## config.mk

```make
export PLATFORM = sky130hd
export DESIGN_NAME = armleocpu_mem_1rw_ctrl
export DESIGN_NICKNAME = d
export VERILOG_FILES = /design/src/rtl/armleocpu_mem_1rw_ctrl.sv
export SDC_FILE = /design/constraint.sdc
export NUM_CORES = 1
export LEC_CHECK = 0
export CORE_AREA = 2 2 58 60
export DETAILED_ROUTE_END_ITERATION = 8
export DIE_AREA = 0 0 60 62
export DONT_BUFFER_PORTS = 1
export PLACE_DENSITY = 0.55
export SETUP_SLACK_MARGIN = 0.5
export SKIP_LAST_GASP = 1
export SLEW_MARGIN = 40
export SYNTH_ARGS = -nofsm -noshare
export SYNTH_HDL_FRONTEND = slang
export SYNTH_SLANG_ARGS = --single-unit
```

## constraint.sdc

```tcl
create_clock -name clk -period 2.9 [get_ports clk]
set_clock_uncertainty 0.2 [all_clocks]
set_input_delay 0.29 -clock clk [delete_from_list [all_inputs] [get_ports clk]]
set_output_delay 0.29 -clock clk [all_outputs]
set_load 0.01 [all_outputs]
```

## src/rtl/armleocpu_mem_1rw_ctrl.sv

```systemverilog
// Front-end controller for a single-port registered-read RAM: sweeps every entry
// to INIT_VALUE after reset or flush, otherwise serves one valid/ready client.
module armleocpu_mem_1rw_ctrl #(
    parameter int unsigned           ELEMENTS_W = 7,
    parameter int unsigned           WIDTH      = 32,
    parameter logic [WIDTH-1:0]      INIT_VALUE = '0
) (
    input  logic                  clk,
    input  logic                  rst_n,

    input  logic                  flush,
    output logic                  busy,

    input  logic                  req_valid,
    output logic                  req_ready,
    input  logic                  req_write,
    input  logic [ELEMENTS_W-1:0] req_address,
    input  logic [WIDTH-1:0]      req_writedata,

    output logic                  resp_valid,
    output logic [WIDTH-1:0]      resp_readdata,

    output logic [ELEMENTS_W-1:0] mem_address,
    output logic                  mem_read,
    output logic                  mem_write,
    output logic [WIDTH-1:0]      mem_writedata,
    input  logic [WIDTH-1:0]      mem_readdata
);

    typedef enum logic {
        SWEEP = 1'b0,
        SERVE = 1'b1
    } state_t;

    state_t                  state, state_nxt;
    logic [ELEMENTS_W-1:0]   sweep_cnt, sweep_cnt_nxt;
    logic                    read_accept;

    always_ff @(posedge clk or negedge rst_n) begin
        if (!rst_n) begin
            state      <= SWEEP;
            sweep_cnt  <= '0;
            resp_valid <= 1'b0;
        end else begin
            state      <= state_nxt;
            sweep_cnt  <= sweep_cnt_nxt;
            resp_valid <= read_accept;
        end
    end

    always_comb begin
        state_nxt     = state;
        sweep_cnt_nxt = sweep_cnt;
        busy          = 1'b0;
        req_ready     = 1'b0;
        mem_address   = req_address;
        mem_writedata = req_writedata;
        mem_write     = 1'b0;
        mem_read      = 1'b0;
        read_accept   = 1'b0;

        case (state)
            SWEEP: begin
                busy          = 1'b1;
                mem_write     = 1'b1;
                mem_address   = sweep_cnt;
                mem_writedata = INIT_VALUE;
                // flush wins even on the last entry, so the sweep always restarts cleanly
                if (flush) begin
                    sweep_cnt_nxt = '0;
                end else begin
                    sweep_cnt_nxt = sweep_cnt + 1'b1;
                    if (sweep_cnt == '1) begin
                        state_nxt = SERVE;
                    end
                end
            end
            SERVE: begin
                req_ready     = 1'b1;
                mem_write     = req_valid && req_write;
                mem_read      = req_valid && !req_write;
                read_accept   = req_valid && !req_write;
                sweep_cnt_nxt = '0;
                if (flush) begin
                    state_nxt = SWEEP;
                end
            end
            default: begin
                state_nxt     = SWEEP;
                sweep_cnt_nxt = '0;
            end
        endcase
    end

    // RAM already registers its output, so the response data is a pass-through
    assign resp_readdata = mem_readdata;

endmodule
```

==> impl_summary.log <==
INFO  metric cp_slowest_stage_delay = 0.51 ns
INFO  metric worst_ep_required_time = 2.41 ns
INFO  metric worst_ep_arrival_time = 1.42 ns
INFO  metric timing.max_slew.rel_slack = 0.685
INFO  metric rsz_0062_raised_after_global_routing = false
INFO  metric drt_iter0_drcs = 12
INFO  metric overflow = 0
INFO  metric worst_r2r_path_depth = 4
INFO  metric total_grt_usage = 0.0975
INFO  metric ioPinCount = 152
INFO  metric postCtsResizedCells = 0
INFO  metric route.met3.wl = 249 um
INFO  metric synth.ff_latch_count = 9
INFO  metric synth.cells.most_frequent = sky130_fd_sc_hd__and2_1 (33), sky130_fd_sc_hd__buf_4 (32), sky130_fd_sc_hd__dfrtp_1 (9)
INFO  metric critical_path.reg2reg.startpoint = sweep_cnt[0]
INFO  metric rows = 21
INFO  metric holdBufCountCts = 3
INFO  metric clk_root_buffer_cell = sky130_fd_sc_hd__clkbuf_4
INFO  metric die_x = 60 um
INFO  metric port-buffer-count = 0
INFO  metric floorplan.die_area = 3720 sq um
INFO  metric hold_path_end = state
INFO  metric cts_tree = done
INFO  metric drive_above_1_share = 0.167
INFO  metric tightestPinTransition = 0.472 ns
INFO  metric layout_worst_path_cycle_share = 0.660
INFO  metric cts_num_sinks = 9
INFO  metric yosys_warnings = 0
INFO  metric class_of_the_tightest_hold_or_removal_check = in2reg
INFO  metric synth.area.top_cells = sky130_fd_sc_hd__buf_4 (26%), sky130_fd_sc_hd__dfrtp_1 (24%), sky130_fd_sc_hd__and2_1 (22%), sky130_fd_sc_hd__mux2_2 (7.3%), sky130_fd_sc_hd__nor2_1 (2.0%)
INFO  metric detail-route-antenna-nets = 0
INFO  metric area_overhead_vs_synth = -14.2%
INFO  metric final_period_minus_worst_setup_slack = 1.91 ns
INFO  metric cts_max_path_buffers = 2
INFO  metric drcViolationCount = 0
INFO  metric detail_route.vias_per_cell = 4.79
INFO  metric num_vias = 623
INFO  metric path_class = reg2out
INFO  metric synth_cells = 112
INFO  metric nets_in_the_synthesized_netlist = 189
INFO  metric synth-async-reset-ratio = 1.00
INFO  metric highest_signal_layer = met4
INFO  metric number_of_antenna_violations_at_the_first_check_in_global_routing = 0
INFO  metric total_power = 0.251 mW
INFO  metric globalplace.congestion = 0.672
INFO  metric clock_latency_at_the_later_pin_of_the_worst_skew_pair = 0.26 ns
INFO  metric yosysSeqAreaShare = 0.243
INFO  metric num-nets-final = 162
INFO  metric postCtsSetupRepairBufs = 0
INFO  metric chipHeight = 62 um
INFO  metric routed-wl-met2 = 1.15 mm
INFO  metric synth.distinct_cells = 23
INFO  metric report.final.hold_viol_count = 0
INFO  metric timing.critical_path.cells = buf_4 > mux2_2
INFO  metric hold_depth = 2
INFO  metric place_hpwl = 1.80 mm
INFO  metric status = finished, final reports clean
INFO  metric h-tree-depth = 1
INFO  metric path_max_fanout = 22
INFO  metric finish.instance_area = 797 sq um
INFO  metric drt-total-wl = 2.09 mm
INFO  metric drt_pre_antenna_iters = 4
INFO  metric grt_max_degree = 23
INFO  metric power.ir.vdd_worst = 0.0956 mV
INFO  metric synth.top_cell.area_share = 0.259
INFO  metric reg2reg_setup_slack = 1.35 ns
INFO  metric slowest_stage_cell_on_the_critical_path = sky130_fd_sc_hd__dfrtp_1
INFO  metric wire_length_of_the_first_global_routing_pass = 2.53 mm
INFO  metric post-synth-top-count-cell = sky130_fd_sc_hd__and2_1
INFO  metric synth_flop_cell = sky130_fd_sc_hd__dfrtp_1
INFO  metric placed_area = 741 sq um
INFO  metric clkTransAtPathRegs = 0.06 ns
INFO  metric hold_path_startpoint = flush
INFO  metric netlist.top_cell.by_area = sky130_fd_sc_hd__buf_4
INFO  metric worst_setup_path_startpoint = state
INFO  metric critical_path.reg2reg.endpoint = sweep_cnt[6]
INFO  metric floorplan.core_area = 3180 sq um
INFO  metric post_drt_wl_per_cell = 16.1 um
INFO  metric synth.cell_area = 928 sq um
INFO  metric max_freq = 522 MHz
INFO  metric end_kind = output port
INFO  metric maxCapViolations = 0
INFO  metric antenna_cells_inserted = 0
INFO  metric critical_path.startpoint_type = flip-flop
INFO  metric drt-met1-wl = 670 um
INFO  metric cts_inserted_buffers = 3
INFO  metric floorplan.initialDensity = 0.292
INFO  metric grt_pass1_vias = 522
INFO  metric setup_viol_count_final = 0
INFO  metric power.leakage = 0.339 nW
INFO  metric synth_edf_count = 0
INFO  metric drv_slew = 0
INFO  metric synth_area_per_cell = 8.29 sq um
INFO  metric power-per-cell-area = 315 nW/um^2
INFO  metric setup-tns-final = 0 ns
registers in the layout (all words and copies together), names as in the netlist:
register and count:
sweep_cnt 7, state 1, resp_valid 1
worst max-delay path, delay by kind of cell, from the launching register on:
kind	cells	cell delay, ns
DFF	1	0.51
muxes	1	0.39
buffers and inverters	1	0.27
metal layers:
| metal | vias up | global-route usage |
|---|---|---|
| li1 | 265 | - |
| met1 | 290 | 0.0956 |
| met2 | 66 | 0.179 |
| met3 | 2 | 0.0331 |
| met4 | 0 | 0.0571 |
| met5 | - | 0 |
cells by family (layout without fill, tap and decap cells):
kind of cell / Yosys count / after routing / share of synthesized area
mux: 7 / 7 / 0.0849
flops: 9 / 9 / 0.243
buf+inv: 38 / 10 / 0.284
xor+xnor: 3 / 3 / 0.0283
compound gates: 5 / 5 / 0.0350
fa+ha+maj: 1 / 1 / 0.0135
simple gates: 49 / 49 / 0.311
metrics by stage:
stage	cells	setup slack, ns	util	hold slack (ns)
floorplan	112	1.26	-	-0.206
CTS	130	0.951	0.251	0.00796
finish	130	0.985	0.251	0.0224
global route	130	0.885	0.251	0.0118
global placement	123	1.28	0.233	-0.205
detailed placement	123	1.25	0.233	-0.205
placed cells by master, fill, tap and decap left out, drive strengths merged:
| cell type | Yosys | final |
|---|---|---|
| or3 | 2 | 2 |
| nand3 | 3 | 3 |
| xnor2 | 1 | 1 |
| inv | 1 | 1 |
| or2 | 1 | 1 |
| dfrtp | 9 | 9 |
| xor2 | 2 | 2 |
| nor3b | 1 | 1 |
| dlygate4sd3 | 0 | 3 |
| mux2 | 7 | 7 |
| and2 | 33 | 33 |
| nor2 | 5 | 5 |
| o21ai | 2 | 2 |
| a21oi | 2 | 2 |
| nand2 | 3 | 3 |
| ha | 1 | 1 |
| o32ai | 1 | 1 |
| nand2b | 1 | 1 |
| buf | 33 | 2 |
| clkbuf | 4 | 4 |
final cells by class:
type | count | area (sq um)
Clock buffer | 4 | 26.3
Fill cell | 335 | 2380
Inverter | 1 | 3.75
Multi-Input combinational cell | 65 | 439
Sequential cell | 9 | 225
Tap cell | 46 | 57.6
Timing Repair Buffer | 5 | 45.0
how the worst max path moves through the flow:
stage | end | slack, ns | depth (start not counted)
2_1_floorplan | mem_read | 1.26 | 3
3_3_place_gp | mem_address[6] | 1.28 | 2
3_5_place_dp | mem_address[6] | 1.25 | 2
4_1_cts | mem_address[6] | 0.95 | 2
5_1_grt | mem_address[6] | 0.88 | 2
6_report | mem_address[6] | 0.99 | 2
power breakdown:
part | switching (mW) | internal [mW]
sequential | 0.00460 | 0.129
clock | 0.0446 | 0.0531
combinational | 0.0100 | 0.00964
total | 0.0592 | 0.192
(Power assumes the default switching activity.)
==> edit 1: new RTL, config.mk and constraints unchanged <==
Make the reset (`rst_n`) synchronous in one clocked block.
--- a/src/rtl/armleocpu_mem_1rw_ctrl.sv
+++ b/src/rtl/armleocpu_mem_1rw_ctrl.sv
@@ -38,3 +38,3 @@
 
-    always_ff @(posedge clk or negedge rst_n) begin
+    always_ff @(posedge clk) begin
         if (!rst_n) begin
Formal check against the unedited RTL: differs if rst_n is asserted again (counterexample within 4 cycles, from zero or initial values and one cycle with rst_n low); with rst_n held inactive, the same outputs for 10 cycles.
==> edit 1 against the original RTL <==
  * Fmax decreased by 4.5%
  * Wire length increased by 7.2%
  * Cell area decreased by 5.0%
  * Count of clock-buffer cells in the layout unchanged
  * Final cell count increased by 2.3%
  * Core utilization decreased by 1.3 points
  * Worst setup slack got worse by 0.090 ns
  * Synthesized area decreased by 3.5%
  * Via count increased by 2.2%
  * Largest cell class unchanged
  * Sequential cell count unchanged
Power is not compared: it rests on default switching activity, and its combinational part moved more than twofold at a synthesized area within 25%.
==> edit 1: results (changes against the original RTL) <==
[setup_path]
regToRegStartpoint=sweep_cnt[0]  ; unchanged
timing_worst_setup_path_type=register to register  ; was register to output pin
worstRegToRegCells=5  ; was 4
crit_fanout=4  ; was 22
critPathSlowestCell=sky130_fd_sc_hd__dlygate4sd3_1  ; was sky130_fd_sc_hd__dfrtp_1
critical_path.top_delay_family=buffers and inverters  ; was flip-flops
cp_slowest_stage_delay_ns=0.56  ; was 0.51 ns

[placed_design]
finalWeightedCongestion=0.735  ; was 0.672
placement_stage_worst_setup_slack_ns=0.899  ; was 1.25 ns
post_dp_area_um2=699  ; was 741 um^2

[sta]
final_worst_path_period_need_ns=2.00  ; was 1.91 ns

[yosys]
synthTopCellsByCount=34 x sky130_fd_sc_hd__and2_1, 32 x sky130_fd_sc_hd__buf_4, 9 x sky130_fd_sc_hd__dfxtp_1, 6 x sky130_fd_sc_hd__mux2_2  ; was 33 x sky130_fd_sc_hd__and2_1, 32 x sky130_fd_sc_hd__buf_4, 9 x sky130_fd_sc_hd__dfrtp_1, 6 x sky130_fd_sc_hd__mux2_2, 5 x sky130_fd_sc_hd__nor2_1
synth_flop_cell=sky130_fd_sc_hd__dfxtp_1  ; was sky130_fd_sc_hd__dfrtp_1
mappedNetlistNets=193  ; was 189
synthCells=116  ; was 112
synth-compound-area-share_pct=3.77  ; was 3.50%
netlist-cell-type-count=20  ; was 23
adder_and_majority_gate_portion_of_the_synthesized_area_pct=1.40  ; was 1.35%
netlist_top_cells_area=sky130_fd_sc_hd__buf_4 27%, sky130_fd_sc_hd__and2_1 24%, sky130_fd_sc_hd__dfxtp_1 20%, sky130_fd_sc_hd__mux2_2 7.5%, sky130_fd_sc_hd__nor3b_1 2.5%  ; was sky130_fd_sc_hd__buf_4 26%, sky130_fd_sc_hd__dfrtp_1 24%, sky130_fd_sc_hd__and2_1 22%, sky130_fd_sc_hd__mux2_2 7.3%, sky130_fd_sc_hd__nor2_1 2.0%
synth.area.mux_share_pct=7.54  ; was 8.49%

[detailed_routing]
drt_wl_total_um=2240  ; was 2090 um

[status]
status=finished, final reports clean  ; unchanged

[hold_path]
hold-path-endpoint=sweep_cnt[1]  ; was state

[grt]
grt.met3_usage_pct=6.21  ; was 3.31%
global_route_wire_length_before_repair_um=2810  ; was 2530 um
vias_in_the_first_global_route=575  ; was 522
groute.layer.met2.usage_pct=18.3  ; was 17.9%
grt_max_degree=25  ; was 23
gr-usage-met1_pct=9.98  ; was 9.56%

[layout]
layout.cells.non_filler=133  ; was 130
drive_gt1_share_pct=13.8  ; was 16.7%
final_nets=165  ; was 162

-- edit 1: cell types whose count changed after synthesis, moves of 2 or more --
cell | unedited run | this run
sky130_fd_sc_hd__dfrtp_1 | 9 | 0
sky130_fd_sc_hd__dfxtp_1 | 0 | 9
sky130_fd_sc_hd__inv_1 | 0 | 3
sky130_fd_sc_hd__nor3b_1 | 1 | 3
-- edit 1: final cells by class --
type / count / area (um^2)
repair buffers: 4 / 37.5
multi-input cells: 67 / 443
fillers: 356 / 2420
inverters: 3 / 11.3
clock buffers: 4 / 26.3
flip-flops and latches: 9 / 181
well taps: 46 / 57.6
-- edit 1: metal layers --
layer	routed length [um]	vias to the layer above
met5	0	-
met4	36	0
met3	384	3
met2	1090	84
met1	729	275
li1	-	275
-- edit 1: power groups by stage --
stage               Sequential, mW  Clock (mW)  Combinational (mW)
global route                 0.127       0.108              0.0101
floorplan                    0.129           0              0.0513
detailed placement           0.130           0             0.00679
CTS                          0.127       0.103             0.00901
finish                       0.127       0.100             0.00880
global placement             0.129           0             0.00674
==> edit 2: new RTL, config.mk and constraints unchanged <==
Without the edit above. `ELEMENTS_W`: 7 -> 14.
--- a/src/rtl/armleocpu_mem_1rw_ctrl.sv
+++ b/src/rtl/armleocpu_mem_1rw_ctrl.sv
@@ -3,3 +3,3 @@
 module armleocpu_mem_1rw_ctrl #(
-    parameter int unsigned           ELEMENTS_W = 7,
+    parameter int unsigned           ELEMENTS_W = 14,
     parameter int unsigned           WIDTH      = 32,
Interface: changed (resized mem_address and req_address); port bits go from 152 to 166. The function was not compared with the original's and may differ.
==> edit 2 against the original RTL <==
  * Sequential share of layout area grew 3.5 points
  * Sequential cell count grew 7
  * Count of clock-buffer cells in the layout is the same
  * Hold slack lost 0.018 ns
  * Wire length grew 55%
  * Total power grew 63%
  * Synthesized cell count grew 45%
  * Clock power grew 56%
  * Fmax shrank 2.3%
  * Final cell count grew 37%
  * Cell area grew 58%
  * Worst setup slack lost 0.046 ns
  * Synthesized area grew 50%
==> edit 2: results (changes against the original RTL) <==
[placed_design]
post-place-cells=169  ; was 123
post_dp_area_um2=1180  ; was 741 um^2
finalWeightedCongestion=0.733  ; was 0.672
hpwlAfterDp_um=2400  ; was 1800 um
placement_stage_worst_setup_slack_ns=1.09  ; was 1.25 ns

[detailed_routing]
avgViaCountPerCell=5.85  ; was 4.79
detail_route.iter0.violations=11  ; was 12
routed-via-count=1041  ; was 623
met3_length_um=300  ; was 249 um
routedWlPerCell_um=18.2  ; was 16.1 um

[setup_path]
cp-endpoint=mem_address[12]  ; was mem_address[6]
critPathSlowestCell=sky130_fd_sc_hd__mux2_2  ; was sky130_fd_sc_hd__dfrtp_1
cp_slowest_stage_delay_ns=0.43  ; was 0.51 ns
crit_fanout=54  ; was 22
regToRegStartpoint=state  ; was sweep_cnt[0]
cp_data_arrival_time_ns=1.47  ; was 1.42 ns

[layout]
num-nonclk-inverters=3  ; was 1
n_multi_input_combinational_cell=103  ; was 65
regs_by_ff_count=sweep_cnt (14), resp_valid (1), state (1)  ; was sweep_cnt (7), resp_valid (1), state (1)
layout-area-overhead-vs-synth_pct=-9.10  ; was -14.2%
sh_seq_area_pct=31.7  ; was 28.3%
drive_gt1_share_pct=15.9  ; was 16.7%
area_share_nonclk_buffers_pct=4.16  ; was 5.65%
fill_cells=323  ; was 335

[cts]
path_clk_slew_ns=0.10  ; was 0.06 ns
number_of_hold_buffers_added_after_cts=4  ; was 3

[yosys]
synth_seq_area_share_pct=28.8  ; was 24.3%
netlist_top_cells_area=sky130_fd_sc_hd__dfrtp_1 29%, sky130_fd_sc_hd__buf_4 17%, sky130_fd_sc_hd__and2_1 15%, sky130_fd_sc_hd__mux2_2 9.7%, sky130_fd_sc_hd__a21oi_1 2.2%  ; was sky130_fd_sc_hd__buf_4 26%, sky130_fd_sc_hd__dfrtp_1 24%, sky130_fd_sc_hd__and2_1 22%, sky130_fd_sc_hd__mux2_2 7.3%, sky130_fd_sc_hd__nor2_1 2.0%
synth.avg_cell_area_um2=8.57  ; was 8.29 um^2
netlist-cell-type-count=29  ; was 23

[hold_path]
hold-path-endpoint=sweep_cnt[7]  ; was state

[grt]
globalRouteTotalUtil_pct=16.3  ; was 9.75%
global_route_wire_length_before_repair_um=4410  ; was 2530 um
vias_in_the_first_global_route=931  ; was 522
groute.layer.met2.usage_pct=28.7  ; was 17.9%
grt_max_degree=55  ; was 23
grt.met3_usage_pct=6.00  ; was 3.31%

[status]
status=finished, final reports clean  ; unchanged

[power_and_ir_drop]
vdd.ir_drop.worst_v=0.000213  ; was 0.0000956 V
p_sw_uw=94.5  ; was 59.2 uW
cellLeakagePower_nw=0.519  ; was 0.339 nW
p_clk_uw=152  ; was 97.7 uW
power_frac_comb_pct=6.2  ; was 7.8%
seq_power_share_pct=56.7  ; was 53.3%

[sta]
fin_worst_hold_slack_ns=0.00472  ; was 0.0224 ns
worstMarginPinSlew_ns=0.536  ; was 0.472 ns

-- edit 2: cell count changes after synthesis, sizes merged, moves of 3 or more --
| cell | before | now |
|---|---|---|
| nand2 | 3 | 8 |
| a21oi | 2 | 6 |
| nand3 | 3 | 6 |
| dfrtp | 9 | 16 |
| mux2 | 7 | 12 |
| o31ai | 0 | 4 |
| or4 | 0 | 4 |
-- edit 2: cells by family (layout without fill, tap and decap cells) --
| kind of cell | Yosys count | count (layout) | share of synthesized area [%] |
|---|---|---|---|
| adders and majority gates | 1 | 1 | 0.901 |
| and+or+nand+nor | 68 | 68 | 29.3 |
| xor gates and xnor gates | 3 | 3 | 1.89 |
| AOI/OAI and AO/OA | 17 | 17 | 7.48 |
| muxes | 14 | 14 | 11.2 |
| buffers and inverters | 43 | 13 | 20.5 |
| DFF | 16 | 16 | 28.8 |
-- edit 2: worst max-delay path, delay by kind of cell, from the launching register on --
kind	cells	cell delay [ns]
buffers and inverters	1	0.39
DFF	1	0.35
muxes	1	0.43
